`config.mk`:
```
export PLATFORM = sky130hd
export DESIGN_NAME = axil_arbiter_rd_wrr_flat
export DESIGN_NICKNAME = d
export VERILOG_FILES = /design/src/rtl/axil_arbiter_rd_wrr_if.sv /design/src/rtl/axil_arbiter_rd_wrr.sv /design/src/flat_wrapper.sv
export SDC_FILE = /design/constraint.sdc
export NUM_CORES = 1
export LEC_CHECK = 0
export CAP_MARGIN = 20
export CORE_ASPECT_RATIO = 0.9
export CORE_MARGIN = 4
export CORE_UTILIZATION = 44
export CTS_CLUSTER_DIAMETER = 30
export DETAILED_ROUTE_END_ITERATION = 10
export GPL_TIMING_DRIVEN = 1
export PLACE_DENSITY = 0.76
export SLEW_MARGIN = 20
export SYNTH_ARGS = -nofsm -noshare
export SYNTH_HDL_FRONTEND = slang
export SYNTH_SLANG_ARGS = --single-unit
```
`constraint.sdc`:
```
create_clock -name aclk -period 3.4 [get_ports aclk]
set_input_delay 0.51 -clock aclk [delete_from_list [all_inputs] [get_ports aclk]]
set_output_delay 0.51 -clock aclk [all_outputs]
set_load 0.01 [all_outputs]
```
`src/rtl/axil_arbiter_rd_wrr_if.sv`:
```
// Request/grant bundle between the read-channel masters and the weighted
// round-robin read arbiter. The arbiter sits on the master modport.
interface axil_arbiter_rd_wrr_if #(
  parameter int NUMBER_MASTER = 4,
  parameter int WEIGHT_W      = 4
);
  localparam int IDX_W = $clog2(NUMBER_MASTER);

  logic [NUMBER_MASTER-1:0]          request_rd;
  logic [NUMBER_MASTER*WEIGHT_W-1:0] weight;
  logic                              s_axil_rvalid;
  logic [NUMBER_MASTER-1:0]          m_axil_rready;
  logic [NUMBER_MASTER-1:0]          grant_rd;
  logic [IDX_W-1:0]                  grant_rd_idx;
  logic                              busy;
  logic                              timeout_err;

  modport master (
    input  request_rd, weight, s_axil_rvalid, m_axil_rready,
    output grant_rd, grant_rd_idx, busy, timeout_err
  );

  modport slave (
    output request_rd, weight, s_axil_rvalid, m_axil_rready,
    input  grant_rd, grant_rd_idx, busy, timeout_err
  );
endinterface

```
`src/rtl/axil_arbiter_rd_wrr.sv`:
```
// Weighted round-robin arbiter for the AXI-Lite read channel.
// Optional ACKN watchdog enabled by defining AXIL_ARBITER_RD_TIMEOUT_EN.
//
// state | meaning
// IDLE  | no grant; a request present selects the next master
// ACKN  | one master granted; held until rvalid && its rready (or watchdog)
module axil_arbiter_rd_wrr #(
  parameter int NUMBER_MASTER  = 4,
  parameter int WEIGHT_W       = 4,
  parameter int TIMEOUT_CYCLES = 256
) (
  input  logic                  aclk,
  input  logic                  areset,
  axil_arbiter_rd_wrr_if.master bus
);
  localparam int IDX_W = $clog2(NUMBER_MASTER);

  if (NUMBER_MASTER < 2 || NUMBER_MASTER > 16 || TIMEOUT_CYCLES < 1) begin : g_param_check
    $error("axil_arbiter_rd_wrr: unsupported parameter set");
  end

  typedef enum logic {
    IDLE = 1'b0,
    ACKN = 1'b1
  } state_t;

  state_t                   state_q, state_d;
  logic [NUMBER_MASTER-1:0] grant_q, grant_d;
  logic [IDX_W-1:0]         idx_q, idx_d;
  logic [IDX_W-1:0]         ptr_q, ptr_d;
  logic [WEIGHT_W-1:0]      count_q, count_d;
  logic                     timeout_q, timeout_d;

  logic [IDX_W-1:0]         scan_sel;
  logic [IDX_W-1:0]         pick;
  logic                     found;
  logic                     regrant;
  logic                     done;
  logic                     wdog_hit;
  logic [WEIGHT_W-1:0]      eff_w_ptr;

  // A zero weight still earns one grant per rotation.
  function automatic logic [WEIGHT_W-1:0] eff_w(
    input logic [IDX_W-1:0]                  i,
    input logic [NUMBER_MASTER*WEIGHT_W-1:0] w
  );
    logic [WEIGHT_W-1:0] v;
    v = w[i*WEIGHT_W +: WEIGHT_W];
    return (v == '0) ? WEIGHT_W'(1) : v;
  endfunction

  assign eff_w_ptr = eff_w(ptr_q, bus.weight);
  // count == 0 means no burst is open, so the reset pointer always rotates.
  assign regrant   = bus.request_rd[ptr_q] && (count_q != '0) && (count_q < eff_w_ptr);
  assign done      = bus.s_axil_rvalid && bus.m_axil_rready[idx_q];
  assign pick      = regrant ? ptr_q : scan_sel;

  always_comb begin
    scan_sel = ptr_q;
    found    = 1'b0;
    for (int k = 1; k <= NUMBER_MASTER; k++) begin
      if (!found && bus.request_rd[(int'(ptr_q) + k) % NUMBER_MASTER]) begin
        scan_sel = IDX_W'((int'(ptr_q) + k) % NUMBER_MASTER);
        found    = 1'b1;
      end
    end
  end

`ifdef AXIL_ARBITER_RD_TIMEOUT_EN
  localparam int WDOG_W = $clog2(TIMEOUT_CYCLES + 1);

  logic [WDOG_W-1:0] wdog_q, wdog_d;

  assign wdog_hit = (state_q == ACKN) && (wdog_q == WDOG_W'(TIMEOUT_CYCLES - 1));

  always_comb begin
    wdog_d = '0;
    if (state_q == ACKN && !wdog_hit) begin
      wdog_d = wdog_q + 1'b1;
    end
  end

  always_ff @(posedge aclk or posedge areset) begin
    if (areset) begin
      wdog_q <= '0;
    end else begin
      wdog_q <= wdog_d;
    end
  end
`else
  assign wdog_hit = 1'b0;
`endif

  always_comb begin
    state_d   = state_q;
    grant_d   = grant_q;
    idx_d     = idx_q;
    ptr_d     = ptr_q;
    count_d   = count_q;
    timeout_d = 1'b0;
    case (state_q)
      IDLE: begin
        if (|bus.request_rd) begin
          state_d       = ACKN;
          grant_d       = '0;
          grant_d[pick] = 1'b1;
          idx_d         = pick;
          ptr_d         = pick;
          count_d       = regrant ? count_q + 1'b1 : WEIGHT_W'(1);
        end
      end
      ACKN: begin
        if (done) begin
          state_d = IDLE;
          grant_d = '0;
        end else if (wdog_hit) begin
          // Exhaust the burst so an unresponsive master loses its turn.
          state_d   = IDLE;
          grant_d   = '0;
          timeout_d = 1'b1;
          count_d   = eff_w_ptr;
        end
      end
      default: begin
        state_d = IDLE;
        grant_d = '0;
      end
    endcase
  end

  always_ff @(posedge aclk or posedge areset) begin
    if (areset) begin
      state_q   <= IDLE;
      grant_q   <= '0;
      idx_q     <= '0;
      ptr_q     <= IDX_W'(NUMBER_MASTER - 1);
      count_q   <= '0;
      timeout_q <= 1'b0;
    end else begin
      state_q   <= state_d;
      grant_q   <= grant_d;
      idx_q     <= idx_d;
      ptr_q     <= ptr_d;
      count_q   <= count_d;
      timeout_q <= timeout_d;
    end
  end

  assign bus.grant_rd     = grant_q;
  assign bus.grant_rd_idx = idx_q;
  assign bus.busy         = (state_q == ACKN);
  assign bus.timeout_err  = timeout_q;
endmodule

```
`src/flat_wrapper.sv`:
```
// flat-port wrapper written by rule: the top's interface ports become plain ports
module axil_arbiter_rd_wrr_flat 
#(
  parameter int NUMBER_MASTER  = 4,
  parameter int WEIGHT_W       = 4,
  parameter int TIMEOUT_CYCLES = 256
)
  (aclk, areset, bus_request_rd, bus_weight, bus_s_axil_rvalid, bus_m_axil_rready, bus_grant_rd, bus_grant_rd_idx, bus_busy, bus_timeout_err);
  axil_arbiter_rd_wrr_if #(.NUMBER_MASTER(NUMBER_MASTER), .WEIGHT_W(WEIGHT_W)) bus_i ();
  input  logic aclk;
  input  logic areset;
  input wire logic [$bits(bus_i.request_rd)-1:0] bus_request_rd;
  input wire logic [$bits(bus_i.weight)-1:0] bus_weight;
  input wire logic [$bits(bus_i.s_axil_rvalid)-1:0] bus_s_axil_rvalid;
  input wire logic [$bits(bus_i.m_axil_rready)-1:0] bus_m_axil_rready;
  output wire logic [$bits(bus_i.grant_rd)-1:0] bus_grant_rd;
  output wire logic [$bits(bus_i.grant_rd_idx)-1:0] bus_grant_rd_idx;
  output wire logic [$bits(bus_i.busy)-1:0] bus_busy;
  output wire logic [$bits(bus_i.timeout_err)-1:0] bus_timeout_err;
  assign bus_i.request_rd = bus_request_rd;
  assign bus_i.weight = bus_weight;
  assign bus_i.s_axil_rvalid = bus_s_axil_rvalid;
  assign bus_i.m_axil_rready = bus_m_axil_rready;
  assign bus_grant_rd = bus_i.grant_rd;
  assign bus_grant_rd_idx = bus_i.grant_rd_idx;
  assign bus_busy = bus_i.busy;
  assign bus_timeout_err = bus_i.timeout_err;
  axil_arbiter_rd_wrr #(.NUMBER_MASTER(NUMBER_MASTER), .WEIGHT_W(WEIGHT_W), .TIMEOUT_CYCLES(TIMEOUT_CYCLES)) u_core (.aclk(aclk), .areset(areset), .bus(bus_i));
endmodule
```
* Yosys cells after proc, flatten, opt, wreduce, memory -nomap -nowiden
Cells that the tools add are included.
** Operators by class
- Add/subtract/negate cells :: 5
- $lt $le $gt $ge :: 9
- Equality and inequality tests :: 2
- Shift operators :: 1
- Multiplexer cells :: 36
- Bitwise gates (word level) :: 5
- Reductions and logical operators :: 20
** Operators by type and width (count)
- two-way mux 4 bit :: 6
- less-than comparator 3 x 4 -> 1 bit, second input constant :: 4
- two-way mux 1 bit :: 16
- variable part select 16 x 5 -> 4 bit :: 1
- binary-select mux 1 bit (select 2 bit) :: 6
- two-way mux 2 bit :: 5
- less-than comparator 2 x 3 -> 1 bit, second input constant :: 3
- one-hot mux 4 bit (2 select lines) :: 1
- OR reduction 2 bit :: 4
- logical AND 1 bit :: 7
- AND reduction 2 bit :: 3
- adder 2 x 1 -> 2 bit, second input constant :: 2
- adder 2 bit, second input constant :: 2
- adder 4 x 1 -> 4 bit, second input constant :: 1
- bitwise AND 1 bit, first input constant :: 4
- zero test 4 bit :: 1
- less-than comparator 4 bit :: 1
- nonzero test 4 bit :: 1
- OR reduction 4 bit :: 1
- zero test 1 bit :: 3
- demux 1 bit (select 2 bit) :: 1
- >= comparator 2 x 1 -> 1 bit, second input constant :: 1
- != test 2 x 1 -> 1 bit, second input constant :: 1
- != test 2 bit, second input constant :: 1
- other kinds (2) :: 2
** Storage, ports and cells
- Register bits :: 13
- Input bits :: 27
- Output and inout bits :: 8
- Word-level logic and storage cells :: 83

* Logic depth before layout (Yosys ltp)
- Depth after elaboration :: 23
- Mapped depth :: 10
- Mapped depth without buffers :: 9

* Worst setup path after synthesis
OpenSTA, ideal clock, no wires.
- Path kind :: reg2reg
- Start :: reg u_core.ptr_q[1]
- End :: reg u_core.grant_q[0] (netlist: u_core.bus.grant_rd[0])
- Library setup time :: 0.122 ns
- Data arrival time :: 2.465 ns
- Data required time :: 3.278 ns
- Path slack :: 0.814 ns
- Stages on the path, launching flop included :: 10
- Buffers on the path :: 1
- Clock period less this slack :: 2.586 ns
- Cells stage by stage :: dfstp_2 -> clkbuf_1 -> mux4_2 -> inv_1 -> ha_1 -> o211ai_1 -> a21o_1 -> o21ai_4 -> mux2_2 -> a32o_1
** On the way
- Word-level cells in the longest chain between the ends :: 21
- Elaborated cells between the ends (all ways) :: 45
- Those cells by class :: 4 x add/sub; 3 x order compare; 1 x shift; 27 x mux; 10 x reduce/logical
** RTL lines
- start, declared :: RTL line axil_arbiter_rd_wrr.sv:30 : logic [IDX_W-1:0] ptr_q, ptr_d;
- start signal, assigned :: RTL line axil_arbiter_rd_wrr.sv:136 : ptr_q <= IDX_W'(NUMBER_MASTER - 1);
- start signal, assigned :: RTL line axil_arbiter_rd_wrr.sv:143 : ptr_q <= ptr_d;
- adder 2 x 1 -> 2 bit :: RTL line axil_arbiter_rd_wrr.sv:62, axil_arbiter_rd_wrr.sv:63
- binary-select mux 1 bit (select 2 bit) :: RTL line axil_arbiter_rd_wrr.sv:62 : if (!found && bus.request_rd[(int'(ptr_q) + k) % NUMBER_MASTER]) begin
- two-way mux 1 bit (implied by the code) (2 in series) :: RTL line axil_arbiter_rd_wrr.sv:62
- two-way mux 1 bit :: RTL line axil_arbiter_rd_wrr.sv:62
- zero test 1 bit :: RTL line axil_arbiter_rd_wrr.sv:62
- logical AND 1 bit :: RTL line axil_arbiter_rd_wrr.sv:62
- two-way mux 1 bit :: RTL line axil_arbiter_rd_wrr.sv:62
- zero test 1 bit :: RTL line axil_arbiter_rd_wrr.sv:62
- [... 4 more ...]
- two-way mux 2 bit :: RTL line axil_arbiter_rd_wrr.sv:62
- two-way mux 2 bit * :: RTL line axil_arbiter_rd_wrr.sv:56 : assign pick = regrant ? ptr_q : scan_sel;
- less-than comparator 2 x 3 -> 1 bit (implied by the code) or >= comparator 2 x 1 -> 1 bit (tied branches) :: RTL line axil_arbiter_rd_wrr.sv:106 : grant_d[pick] = 1'b1;
- logical AND 1 bit (implied by the code) :: RTL line axil_arbiter_rd_wrr.sv:106
- two-way mux 1 bit (implied by the code) :: RTL line axil_arbiter_rd_wrr.sv:106
- demux 1 bit (select 2 bit) *
- two-way mux 4 bit * :: RTL line axil_arbiter_rd_wrr.sv:103 : if (|bus.request_rd) begin
- one-hot mux 4 bit (2 select lines) * :: RTL line axil_arbiter_rd_wrr.sv:101 : case (state_q)
- end signal, assigned :: RTL line axil_arbiter_rd_wrr.sv:141 : grant_q <= grant_d;
- end, declared :: RTL line axil_arbiter_rd_wrr.sv:28 : logic [NUMBER_MASTER-1:0] grant_q, grant_d;
Mark *: on every way between the ends. The rest lies on a longest branch, timed or not. The select of a mux whose other input is x is not followed.
A chain may end at the register's enable or synchronous reset.

* Final worst setup path
- Start :: reg u_core.ptr_q[0]
- End :: reg u_core.grant_q[0] (netlist: u_core.bus.grant_rd[0])
Same word-level chain as after synthesis.

==> flow_summary_export.csv <==
group,metric,value,unit
floorplan,dieArea,3070,µm²
routing,firstDrtPassIters,4,
floorplan,row_count,16,
critical_path,r2r_slack,0.47,ns
critical_path,critPathMaxFanout,12,
timing,timing.slew.headroom,0.3830,
power,leakage,0.5820,nW
clocking,cts_buffer_depth,2,
routing,num_vias,919,
global_routing,groute.usage.overall,0.1830,
flow_run,cap_violations,0,
finish,antennaDiodeCount,0,
critical_path,cp-end-kind,"register",
timing,final.setup.tns,0,ns
power,p_total,0.001017,W
floorplan,fp.dieW,57.96,µm
timing,period_share,0.8607,
routing,drt_iter0_markers,27,
placed_design,dpl.hpwl,2.020,mm
power,seqPwrFrac,0.321,
routing,drc_errors,0,
routing,routed_wl,2.468,mm
clocking,cts_resized,0,
floorplan,initial_utilization,0.4572,
timing,setup_viol,0,
routing,antenna_left,0,
power,comb_power_share,0.584,
global_routing,grt_overflow,0,
clocking,path_clk_slew,0.07,ns
power,ir_drop,0.0005220,V
global_routing,grt_pass1_vias,944,
logic_synthesis,yosys_warnings,0,
finish,nets,167,
critical_path,crit_arrival,3.13,ns
logic_synthesis,synth_cell_types,38,
finish,fillers,206,
routing,viasPerCell,5.708,
logic_synthesis,synth-seq-cells,13,
finish,ff_latch_area,327.8,µm²
power,p_per_area,751.6,nW/µm²
global_routing,antenna_found_initial,0,
timing,skew,0.006315,ns
clocking,ctsRootBufferMaster,"clkbuf_4",
timing,hold_violations,0,
placed_design,port-buffer-count,33,
logic_synthesis,syn_nets,133,
clocking,cts_tree,"yes",
critical_path,critPathLaunchType,"register",
power,p_clk_frac,0.094,
finish,drive_above_1_share,0.1045,
global_routing,grt_pass1_wl,4.278,mm
clocking,cts.sinks,13,
placed_design,place_congestion,0.8521,
clocking,clock_latency,0.28,ns
finish,multi_input_area,589.3,µm²
logic_synthesis,syn-cell-area,988.4,µm²
timing,finalMaxSlewViolations,0,
power,switchingPower,0.0004365,W
clocking,postCtsSetupRepairBufs,0,
power,intPower,0.0005801,W
timing,hold-worst-slack,0.5046,ns
clocking,cts_hold_buffers,0,
status,status,"finished clean",
finish,syn_to_final_growth,36.84,%
global_routing,grt_max_degree,16,
logic_synthesis,syn_inst,101,
critical_path,path_class,"register to register",
logic_synthesis,yosysSeqAreaShare,0.3316,
routing,route.detailed.wl_per_inst,15.33,µm
clocking,cts-buffers-inserted,3,
clocking,cts_max_level,1,
floorplan,core_region_area,2162,µm²
timing,fmax,341.7,MHz
timing,tightestPinTransition,0.9220,ns
min_path,hp-class,"register to register",
power,swShare,0.4294,
logic_synthesis,synth.avg_cell_area,9.787,µm²
timing,rsz0062_at_grt,"no",
critical_path,cp.required,3.61,ns
floorplan,ios,35,
timing,min_period,2.926,ns
floorplan,die_y,52.97,µm
[metrics by stage]
step | std cells | utilization | area (µm²) | setup WS [ns]
after global placement | 157 | 0.6134 | 1326 | 0.4182
after detailed placement | 157 | 0.6134 | 1326 | 0.3124
after global routing | 161 | 0.6256 | 1353 | 0.2881
final | 161 | 0.6256 | 1353 | 0.4735
after CTS | 161 | 0.6256 | 1353 | 0.4474
after floorplan | 101 | - | 988.4 | 0.8137
[power groups by stage]
| stage | clock (W) | combinational (W) | sequential (W) |
|---|---|---|---|
| 2_1_floorplan | 0 | 0.000440 | 0.000295 |
| 3_3_place_gp | 0 | 0.000573 | 0.000322 |
| 3_5_place_dp | 0 | 0.000598 | 0.000327 |
| 4_1_cts | 0.0000953 | 0.000602 | 0.000325 |
| 5_1_grt | 0.000107 | 0.000659 | 0.000339 |
| 6_report | 0.0000961 | 0.000594 | 0.000327 |
[cell usage after synthesis, drive strengths merged]
| master | n | area, µm² |
|---|---|---|
| a211oi | 2 | 15.01 |
| a21o | 1 | 7.510 |
| a21oi | 6 | 30.03 |
| a22o | 2 | 17.52 |
| a22oi | 1 | 7.510 |
| a31oi | 1 | 6.260 |
| a32o | 1 | 10.01 |
| and3 | 2 | 12.51 |
| buf | 2 | 18.77 |
| clkbuf | 2 | 7.510 |
| conb | 1 | 3.750 |
| dfrtp | 11 | 275.3 |
| dfstp | 2 | 52.55 |
| ha | 5 | 62.56 |
| inv | 12 | 45.04 |
| mux2 | 1 | 11.26 |
| mux2i | 1 | 10.01 |
| mux4 | 5 | 120.1 |
| nand2 | 10 | 37.54 |
| nand3b | 1 | 7.510 |
| nor2 | 7 | 26.28 |
| nor2b | 2 | 12.51 |
| nor3 | 3 | 15.01 |
| nor3b | 1 | 7.510 |
| nor4 | 1 | 6.260 |
| nor4b | 1 | 23.77 |
| o2111ai | 1 | 15.01 |
| o211ai | 1 | 7.510 |
| o21a | 1 | 7.510 |
| o21ai | 8 | 51.30 |
| o221ai | 1 | 8.760 |
| o22a | 1 | 10.01 |
| o22ai | 2 | 12.51 |
| o311a | 1 | 10.01 |
| xnor2 | 1 | 16.27 |
[per-layer routing]
layer / part of all wire / GRT usage / vias up
met4: 0.019 / 0.03861 / 0
met1: 0.39 / 0.2096 / 451
met3: 0.052 / 0.05122 / 6
li1: - / - / 436
met5: 0 / 0 / -
met2: 0.54 / 0.3383 / 26
[state kept, by name (all words and copies together), names as in the netlist]
signal	cells
u_core.bus.grant_rd_idx	2
u_core.ptr_q	2
u_core.bus.busy	1
u_core.count_q	4
u_core.bus.grant_rd	4
[layout make-up]
type,count,area share
clock buffers,4,0.01943
inverters,12,0.03330
repair buffers,33,0.2442
flip-flops and latches,13,0.2424
well taps,27,0.02498
multi-input cells,72,0.4357
[placed cells by master (no fill, tap or decap), types with 3 or more instances in the layout]
cell             instances
inv_1                   12
dfrtp_1                 11
nand2_1                 10
clkbuf_4                 3
mux4_2                   3
o21ai_0                  7
ha_1                     5
nor3_1                   3
a21oi_1                  6
clkdlybuf4s50_1         33
nor2_1                   7
[path summary, 6_finish.rpt]
check	start	endpoint	cells after the start
max	u_core.ptr_q[0]	u_core.bus.grant_rd[0]	9
max reg2reg	u_core.ptr_q[0]	u_core.bus.grant_rd[0]	9
min	u_core.bus.grant_rd[1]	u_core.bus.grant_rd[1]	2
max in group asynchronous	areset	u_core.ptr_q[0]	2
min reg2reg	u_core.bus.grant_rd[1]	u_core.bus.grant_rd[1]	2
min in group asynchronous	areset	u_core.count_q[3]	2
[kinds of logic (layout without fill, tap and decap cells)]
| kind of cell | Yosys count | in the layout | synth area share |
|---|---|---|---|
| other | 1 | 1 | 0.003794 |
| multiplexers | 7 | 7 | 0.1430 |
| flip-flops | 13 | 13 | 0.3316 |
| buffers and inverters | 16 | 49 | 0.07215 |
| adder cells (fa/ha/maj) | 5 | 5 | 0.06329 |
| AND/OR/NAND/NOR | 28 | 28 | 0.1506 |
| XOR/XNOR | 1 | 1 | 0.01646 |
| AO/OA/AOI/OAI | 30 | 30 | 0.2190 |
[worst max-delay path, stage by stage (launching register included)]
cell and delay, ns:
dfstp_2 0.70, mux4_1 0.67, inv_1 0.09, ha_1 0.16
o211ai_1 0.10, a21o_1 0.19, o21ai_4 0.24, o2111ai_2 0.20
xnor2_2 0.30, a32o_1 0.22
Power figures use the tool's default switching activity.
